File: config.mk
export PLATFORM = sky130hd
export DESIGN_NAME = controlador_acceso_param
export DESIGN_NICKNAME = d
export VERILOG_FILES = /design/src/rtl/controlador_pkg.sv /design/src/rtl/controlador_acceso_param_contador.sv /design/src/rtl/controlador_acceso_param.sv
export SDC_FILE = /design/constraint.sdc
export NUM_CORES = 1
export LEC_CHECK = 0
export BUFFER_PORTS_ARGS = -buffer_cell sky130_fd_sc_hd__buf_2
export CORE_MARGIN = 4
export CORE_UTILIZATION = 59
export DETAILED_ROUTE_END_ITERATION = 7
export PLACE_DENSITY = 0.93
export SYNTH_ARGS = -nofsm -noshare
export SYNTH_HDL_FRONTEND = slang
export SYNTH_SLANG_ARGS = --single-unit
File: constraint.sdc
create_clock -name Clk -period 5 [get_ports Clk]
set_input_delay 0.5 -clock Clk [delete_from_list [all_inputs] [get_ports Clk]]
set_output_delay 0.5 -clock Clk [all_outputs]
set_load 0.05 [all_outputs]
File: src/rtl/controlador_pkg.sv
// Shared types and helpers for the parking-gate controller: one-hot states, output decode, counter widths.
// Pure definitions; no latency, no flow control.
package controlador_pkg;

    typedef enum logic [3:0] {
        CERRADA   = 4'b0001,
        ABIERTA   = 4'b0010,
        ALERTA    = 4'b0100,
        BLOQUEADA = 4'b1000
    } estado_t;

    // Output vector order: {Bloqueo, Alarma, Abierto, Cerrado}
    localparam logic [3:0] SAL_CERRADA   = 4'b0001;
    localparam logic [3:0] SAL_ABIERTA   = 4'b0010;
    localparam logic [3:0] SAL_ALERTA    = 4'b0101;
    localparam logic [3:0] SAL_BLOQUEADA = 4'b1100;

    function automatic int ancho_ocupacion(input int capacidad);
        return $clog2(capacidad + 1);
    endfunction

    function automatic int ancho_intentos(input int max_intentos);
        return $clog2(max_intentos + 1);
    endfunction

    function automatic logic [3:0] decodificar(input estado_t e);
        logic [3:0] s;
        case (e)
            ABIERTA:   s = SAL_ABIERTA;
            ALERTA:    s = SAL_ALERTA;
            BLOQUEADA: s = SAL_BLOQUEADA;
            default:   s = SAL_CERRADA;
        endcase
        return s;
    endfunction

endpackage

File: src/rtl/controlador_acceso_param_contador.sv
// Saturating up/down lot-occupancy counter with a registered full flag.
// Count and full update one cycle after inc/dec; no backpressure, requests are never stalled.
module contador_ocupacion
    import controlador_pkg::*;
#(
    parameter int CAPACIDAD = 4,
    parameter int ANCHO     = ancho_ocupacion(CAPACIDAD)
) (
    input  logic             clk_i,
    input  logic             rst_n_i,
    input  logic             inc_i,
    input  logic             dec_i,
    output logic             full_o,
    output logic [ANCHO-1:0] count_o
);

    localparam logic [ANCHO-1:0] CAP_V = ANCHO'(CAPACIDAD);
    localparam logic [ANCHO-1:0] UNO   = ANCHO'(1);

    logic [ANCHO-1:0] count_q, count_d;
    logic             full_q;

    // A simultaneous entry and exit cancel, except at zero where only the entry is real.
    always_comb begin
        count_d = count_q;
        if (inc_i && dec_i) begin
            if (count_q == '0) count_d = count_q + UNO;
        end else if (inc_i) begin
            if (count_q != CAP_V) count_d = count_q + UNO;
        end else if (dec_i) begin
            if (count_q != '0) count_d = count_q - UNO;
        end
    end

    always_ff @(posedge clk_i or negedge rst_n_i) begin
        if (!rst_n_i) begin
            count_q <= '0;
            full_q  <= 1'b0;
        end else begin
            count_q <= count_d;
            full_q  <= (count_d == CAP_V);
        end
    end

    assign count_o = count_q;
    assign full_o  = full_q;

endmodule

File: src/rtl/controlador_acceso_param.sv
// Parking-gate controller: pin-qualified opening, retry alert, tailgate lockout, open timeout, occupancy.
// Moore outputs registered, 1-cycle latency from input to output; no backpressure.
module controlador_acceso_param
    import controlador_pkg::*;
#(
    parameter int               PIN_W        = 8,
    parameter logic [PIN_W-1:0] PIN_OK       = PIN_W'(8'h08),
    parameter logic [PIN_W-1:0] PIN_ADMIN    = PIN_W'(8'hA5),
    parameter int               MAX_INTENTOS = 3,
    parameter int               T_ABIERTO    = 16,
    parameter int               CAPACIDAD    = 4
) (
    input  logic                                     Clk,
    input  logic                                     Reset_n,
    input  logic [PIN_W-1:0]                         Pin,
    input  logic                                     Pin_valido,
    input  logic                                     Vehiculo,
    input  logic                                     Termino,
    input  logic                                     Salida,
    output logic                                     Cerrado,
    output logic                                     Abierto,
    output logic                                     Alarma,
    output logic                                     Bloqueo,
    output logic                                     Lleno,
    output logic [ancho_ocupacion(CAPACIDAD)-1:0]    Ocupacion,
    output logic [ancho_intentos(MAX_INTENTOS)-1:0]  Intentos
);

    localparam int             IW    = ancho_intentos(MAX_INTENTOS);
    localparam int             TW    = $clog2(T_ABIERTO);
    localparam logic [IW-1:0]  MAX_V = IW'(MAX_INTENTOS);
    localparam logic [TW-1:0]  T_FIN = TW'(T_ABIERTO - 1);

    estado_t       estado_q, estado_d;
    logic [IW-1:0] intentos_q, intentos_d;
    logic [TW-1:0] timer_q, timer_d;
    logic [3:0]    salidas_q;
    logic          entra;
    logic          lleno;

    always_comb begin
        estado_d   = estado_q;
        intentos_d = intentos_q;
        timer_d    = '0;
        entra      = 1'b0;
        case (estado_q)
            CERRADA: begin
                if (Pin_valido && Vehiculo) begin
                    if (Pin == PIN_OK) begin
                        if (!lleno) begin
                            estado_d   = ABIERTA;
                            intentos_d = '0;
                        end
                    end else begin
                        intentos_d = intentos_q + IW'(1);
                        if (intentos_d == MAX_V) estado_d = ALERTA;
                    end
                end
            end
            ABIERTA: begin
                // Termino takes priority over a timeout on the same cycle.
                if (Termino) begin
                    entra    = 1'b1;
                    estado_d = Vehiculo ? BLOQUEADA : CERRADA;
                end else if (timer_q == T_FIN) begin
                    estado_d = CERRADA;
                end else begin
                    timer_d = timer_q + TW'(1);
                end
            end
            ALERTA: begin
                if (Pin_valido) begin
                    if (Pin == PIN_OK || Pin == PIN_ADMIN) begin
                        estado_d   = CERRADA;
                        intentos_d = '0;
                    end else if (intentos_q != MAX_V) begin
                        intentos_d = intentos_q + IW'(1);
                    end
                end
            end
            BLOQUEADA: begin
                if (Pin_valido && Pin == PIN_ADMIN) begin
                    estado_d   = CERRADA;
                    intentos_d = '0;
                end
            end
            default: estado_d = CERRADA;
        endcase
    end

    always_ff @(posedge Clk or negedge Reset_n) begin
        if (!Reset_n) begin
            estado_q   <= CERRADA;
            intentos_q <= '0;
            timer_q    <= '0;
            salidas_q  <= SAL_CERRADA;
        end else begin
            estado_q   <= estado_d;
            intentos_q <= intentos_d;
            timer_q    <= timer_d;
            salidas_q  <= decodificar(estado_d);
        end
    end

    contador_ocupacion #(
        .CAPACIDAD (CAPACIDAD),
        .ANCHO     (ancho_ocupacion(CAPACIDAD))
    ) u_contador (
        .clk_i   (Clk),
        .rst_n_i (Reset_n),
        .inc_i   (entra),
        .dec_i   (Salida),
        .full_o  (lleno),
        .count_o (Ocupacion)
    );

    assign Cerrado  = salidas_q[0];
    assign Abierto  = salidas_q[1];
    assign Alarma   = salidas_q[2];
    assign Bloqueo  = salidas_q[3];
    assign Lleno    = lleno;
    assign Intentos = intentos_q;

endmodule

---- After elaboration in Yosys (flattened, before gate mapping) ----
Index checks and enable logic that the tools add are counted.
operators by class
  eq/ne operators ......................... 19
  reduce and logical (&&, ||, !) cells .... 8
  muxes and demuxes ....................... 31
  add/subtract/negate cells ............... 4
operator list
  operator               count
  $mux W4                13
  $mux W3                6
  $pmux W4 S4            1
  $mux W2                7
  $eq A4 B4 Y1 const B   3
  $pmux W4 S3            1
  $ne A3 B3 Y1 const B   3
  $eq A4 B2 Y1 const B   2
  $eq A4 B3 Y1 const B   2
  $eq A8 B4 Y1 const B   1
  $eq A8 B8 Y1 const B   1
  $ne A2 B2 Y1 const B   4
  $pmux W2 S3            1
  $reduce_and A6 Y1      1
  $reduce_bool A3 Y1     2
  $add A4 B1 Y4 const B  1
  $eq A4 B1 Y1 const B   1
  $add A3 B1 Y3 const B  1
  $eq A3 B3 Y1 const B   1
  $logic_and A1 B1 Y1    3
  $logic_not A3 Y1       1
  $sub A3 B1 Y3 const B  1
  $add A2 B1 Y2 const B  1
  $eq A2 B2 Y1 const B   1
  2 further kinds        3
storage, ports and cells
  input port bits ......................... 14
  output and inout port bits .............. 10
  logic and storage cells ................. 68
  register bits ........................... 18

---- Depth between registers and ports, before layout ----
  depth after elaboration ................. 8
  gate-level depth with buffers ........... 7

---- Modules after synthesis ----
From an unflattened synthesis, not the netlist that was laid out.
unflattened totals
  cell total of the unflattened synthesis .. 119
  area total of the unflattened synthesis .. 1183.6 µm²
by module, submodules not included
  module                    instances  seq. area each (µm²)  cells an instance  area an instance (µm²)
  controlador_acceso_param  1          352.8                 86                 858.3
  contador_ocupacion        1          100.1                 33                 325.3

---- Least setup slack after synthesis ----
Ideal clock, no wire load.
  kind .................................... register to register
  from .................................... register intentos_q[0], in the netlist Intentos[0]
  to ...................................... register intentos_q[0], in the netlist Intentos[0]
  arrival time ............................ 1.970 ns
  clock period less this slack ............ 2.095 ns
  path buffers ............................ 0
  required time ........................... 4.875 ns
  stages on the path, launching flop included .. 7
  setup slack ............................. 2.905 ns
  cell sequence ........................... dfrtp_1 -> ha_1 -> and4bb_2 -> o21ai_0 -> a221oi_1 -> o21a_1 -> mux2_2
between the ends
  word-level cells in the longest chain between the ends .. 5
  elaborated cells on any way between the ends .. 10
  those cells by class .................... 1 x add/sub; 2 x eq/ne; 6 x mux; 1 x reduce/logical
ends and longest elaborated chain
  element                 RTL line                                                        source
  start, declared         controlador_acceso_param.sv:35                                  logic [IW-1:0] intentos_q, intentos_d;
  start signal, assigned  controlador_acceso_param.sv:99                                  intentos_q <= intentos_d;
  $add A2 B1 Y2           controlador_acceso_param.sv:55, controlador_acceso_param.sv:77
  $mux W2                 controlador_acceso_param.sv:76                                  end else if (intentos_q != MAX_V) begin
  $mux W2                 controlador_acceso_param.sv:73                                  if (Pin == PIN_OK || Pin == PIN_ADMIN) begin
  $mux W2                 controlador_acceso_param.sv:72                                  if (Pin_valido) begin
  $pmux W2 S3             controlador_acceso_param.sv:46                                  case (estado_q)
Several ways; a longest one is shown, not always the timed one. The select of a mux whose other input is x is not followed.
A chain may end at the register's enable or synchronous reset.

---- Worst setup path after layout ----
  from .................................... register estado_q[3]
  to ...................................... register u_contador.full_q, in the netlist u_contador.full_o
between the ends
  word-level cells in the longest chain between the ends .. 5
  elaborated cells on any way between the ends .. 6
  those cells by class .................... 2 x eq/ne; 3 x mux; 1 x reduce/logical
ends and longest elaborated chain
  element                                                RTL line                                                                          source
  start, declared                                        controlador_acceso_param.sv:34                                                    estado_t estado_q, estado_d;
  start signal, assigned                                 controlador_acceso_param.sv:98                                                    estado_q <= estado_d;
  $eq A4 B2 Y1 (*)                                       controlador_acceso_param.sv:46
  $mux W1 (*)                                            controlador_acceso_param.sv:46
  $mux W3 / $logic_and A1 B1 Y1 (equally long branches)  controlador_acceso_param_contador.sv:28, controlador_acceso_param_contador.sv:26
  $mux W3 (*)                                            controlador_acceso_param_contador.sv:26                                           if (inc_i && dec_i) begin
  net u_contador.count_d[2]                              controlador_acceso_param_contador.sv:20                                           logic [ANCHO-1:0] count_q, count_d;
  $eq A3 B3 Y1 (*)                                       controlador_acceso_param_contador.sv:41                                           full_q <= (count_d == CAP_V);
  end signal, assigned                                   controlador_acceso_param_contador.sv:41
  end, declared                                          controlador_acceso_param_contador.sv:21                                           logic full_q;
Mark *: on every way through the listed nets, which the timed path passes. The rest lies on a longest branch.

==> impl_metrics.env <==
export IMPL_crit_chain="nor4b_4 > nand2_2 > and3_1 > o311ai_2 > nor3b_2"
export IMPL_chipHeight_um=54.4
export IMPL_first_global_vias=1024
export IMPL_die_area_um2=2960
export IMPL_max_clock_freq_mhz=496
export IMPL_crit_type="flip-flop to flip-flop"
export IMPL_post_dp_hpwl_mm=2.07
export IMPL_yosysSeqAreaShare=0.356
export IMPL_cts_sinks=18
export IMPL_end_kind="flip-flop"
export IMPL_cts_setup_buffers=0
export IMPL_setup_violations=0
export IMPL_p_leak_nw=0.617
export IMPL_r2r_start="estado_q[3]$_DFF_PN0_"
export IMPL_setup_tns_ns=0
export IMPL_syn_inst=133
export IMPL_core_area_um2=2000
export IMPL_wl_per_cell_um=14.5
export IMPL_syn_area_um2=1270
export IMPL_holdCritPathClass="primary input to async pin"
export IMPL_rsz0062_at_grt="no"
export IMPL_pre_cts_ws_ns=2.76
export IMPL_clk_path_buf_depth=2
export IMPL_crit_slowest_cell="dfrtp_1"
export IMPL_synth_top_cells_by_area="dfrtp_1 31%, ha_1 5.9%, dfstp_2 4.1%, o21ai_0 3.1%, xnor2_1 2.8%"
export IMPL_vias_per_cell=5.89
export IMPL_drt_initial_drc_count=32
export IMPL_cts_tree="yes"
export IMPL_grt_usage=0.205
export IMPL_p_per_area_nw_per_um2=485
export IMPL_period_share=0.403
export IMPL_timing_final_max_slew_violations=0
export IMPL_area_delta_synth_final_pct=12.0
export IMPL_cts_hold_buffers=0
export IMPL_drcViolationCount=0
export IMPL_drive_gt1_frac=0.277
export IMPL_synth_warnings=0
export IMPL_vias=1072
export IMPL_wirelength_mm=2.64
export IMPL_crit_path_max_fanout=10
export IMPL_grt_max_degree=19
export IMPL_grt_pass1_wl_mm=4.43
export IMPL_routabilityCongestion=0.930
export IMPL_multi_input_area_um2=761
export IMPL_cts_resized=0
export IMPL_antennaDiodeCount=0
export IMPL_ir_drop_uv=387
export IMPL_cts_root_buf="clkbuf_4"
export IMPL_startpoint="estado_q[3]$_DFF_PN0_"
export IMPL_grt_ovfl_total=0
export IMPL_crit_required_ns=5.21
export IMPL_avgSynthCellArea_um2=9.57
export IMPL_rows=16
export IMPL_ys_ff_latch=18
export IMPL_clk_pin_slew_ns=0.10
export IMPL_nNetsFinal=176
export IMPL_h_tree_depth=1
export IMPL_synth_top_flop_cell="dfrtp_1"
export IMPL_hold_viol=0
export IMPL_synthesis_nets=153
export IMPL_ant_nets=0
export IMPL_drv_cap=0
export IMPL_fin_crit_ns=2.02
export IMPL_synth_enable_flop_cells=0
export IMPL_antenna_found_initial=0
export IMPL_max_slew_margin=0.702
export IMPL_final_core_util=0.712
export IMPL_die_x_um=54.4
export IMPL_seqCellArea_um2=453
export IMPL_arrival_ns=2.23
export IMPL_start_kind="flip-flop"
export IMPL_pin_count=24
export IMPL_drtPass1Iterations=4
export IMPL_skew_ns=0.00692
export IMPL_worstMarginPinSlew_ns=0.444
export IMPL_yosysTopAreaCell="dfrtp_1"
export IMPL_finalWorstSetupSlack_ns=2.98
export IMPL_portBuffers=23
export IMPL_fillers=152
export IMPL_cts_buffers=3
export IMPL_initial_utilization=0.636
export IMPL_critPathMaxStageDelay_ns=0.52
export IMPL_worstSkewPairLatency_ns=0.29
export IMPL_synth_top_area_share=0.315
export IMPL_outcome="completed"
export IMPL_ys_async_sr_fraction=1.00
export IMPL_yosys_cell_types_count=52
## area by class of cell
type | count | share of cell area
Clock buffer | 4 | 0.0255
Inverter | 7 | 0.0184
Multi-Input combinational cell | 103 | 0.534
Sequential cell | 18 | 0.318
Tap cell | 27 | 0.0237
Timing Repair Buffer | 23 | 0.0808
## state kept, by name, indices dropped and copies added, names as in the netlist
name	flops
salidas_q	4
Intentos	2
timer_q	4
estado_q	4
u_contador.count_o	3
u_contador.full_o	1
## where the power goes
| part | switching, mW | internal [mW] |
|---|---|---|
| logic | 0.234 | 0.138 |
| registers | 0.0468 | 0.184 |
| clock network | 0.0437 | 0.0443 |
| total | 0.325 | 0.367 |
## per-layer routing
metal / track usage / share of wire
met1: 0.276 / 0.46
met2: 0.335 / 0.48
met4: 0.0539 / 0.0038
met3: 0.0381 / 0.062
met5: 0 / 0
## final timing paths
kind	to	slack, ns	depth (start not counted)
setup / recovery	u_contador.full_o$_DFF_PN0_	2.98	5
hold / removal	salidas_q[1]$_DFF_PN0_	0.12	1
setup reg to reg	u_contador.full_o$_DFF_PN0_	2.98	5
hold reg to reg	timer_q[0]$_DFF_PN0_	0.48	1
max in group asynchronous	estado_q[0]$_DFF_PN1_	4.57	1
min in group Clk	timer_q[0]$_DFF_PN0_	0.48	1
## synthesized netlist by cell type, drive strengths merged (3+ instances only)
master and n:
nor3 6, nor2b 3, nand2 9, o21ai 9, inv 7, ha 6, nand3 6, or4b 3
xnor2 4, nor2 8, buf 5, a21oi 6, and2 3, dfrtp 16
## cells by family after synthesis
logic type                 after synthesis  synth area share
xor gates and xnor gates                 5            0.0344
adders and majority gates                6            0.0590
AOI/OAI and AO/OA                       32             0.181
DFF                                     18             0.356
buffers and inverters                   12            0.0462
muxes                                    4            0.0334
and+or+nand+nor                         56             0.290
## metrics by stage
step	cells	power, mW	hold WS, ns	instance area, um^2
6_report	182	0.692	0.116	1430
5_1_grt	182	0.738	0.127	1430
4_1_cts	182	0.691	0.124	1430
3_5_place_dp	178	0.603	0.441	1390
3_3_place_gp	178	0.587	0.436	1390
2_1_floorplan	133	0.520	0.204	1270
## layout by cell type, fill, tap and decap left out, drive strengths merged, types with 2 or more instances in the layout
cell,instances
dfrtp,16
nor2,8
nor4b,2
o22ai,2
mux2i,2
a31oi,2
a21oi,6
clkbuf,4
o311ai,2
o31ai,2
nor2b,3
mux2,2
nand4,2
nand3,6
buf,23
or4b,3
nand3b,2
o21ai,9
nand2,9
xnor2,4
dfstp,2
and2,3
inv,7
ha,6
nor3,6
or3,2
nand2b,2
## worst max-delay path: cells and delay by family (launching register included)
| family | cells | cell delay (ns) |
|---|---|---|
| flops | 1 | 0.52 |
| simple gates | 4 | 1.13 |
| compound gates | 1 | 0.29 |
Power figures use the tool's default switching activity.
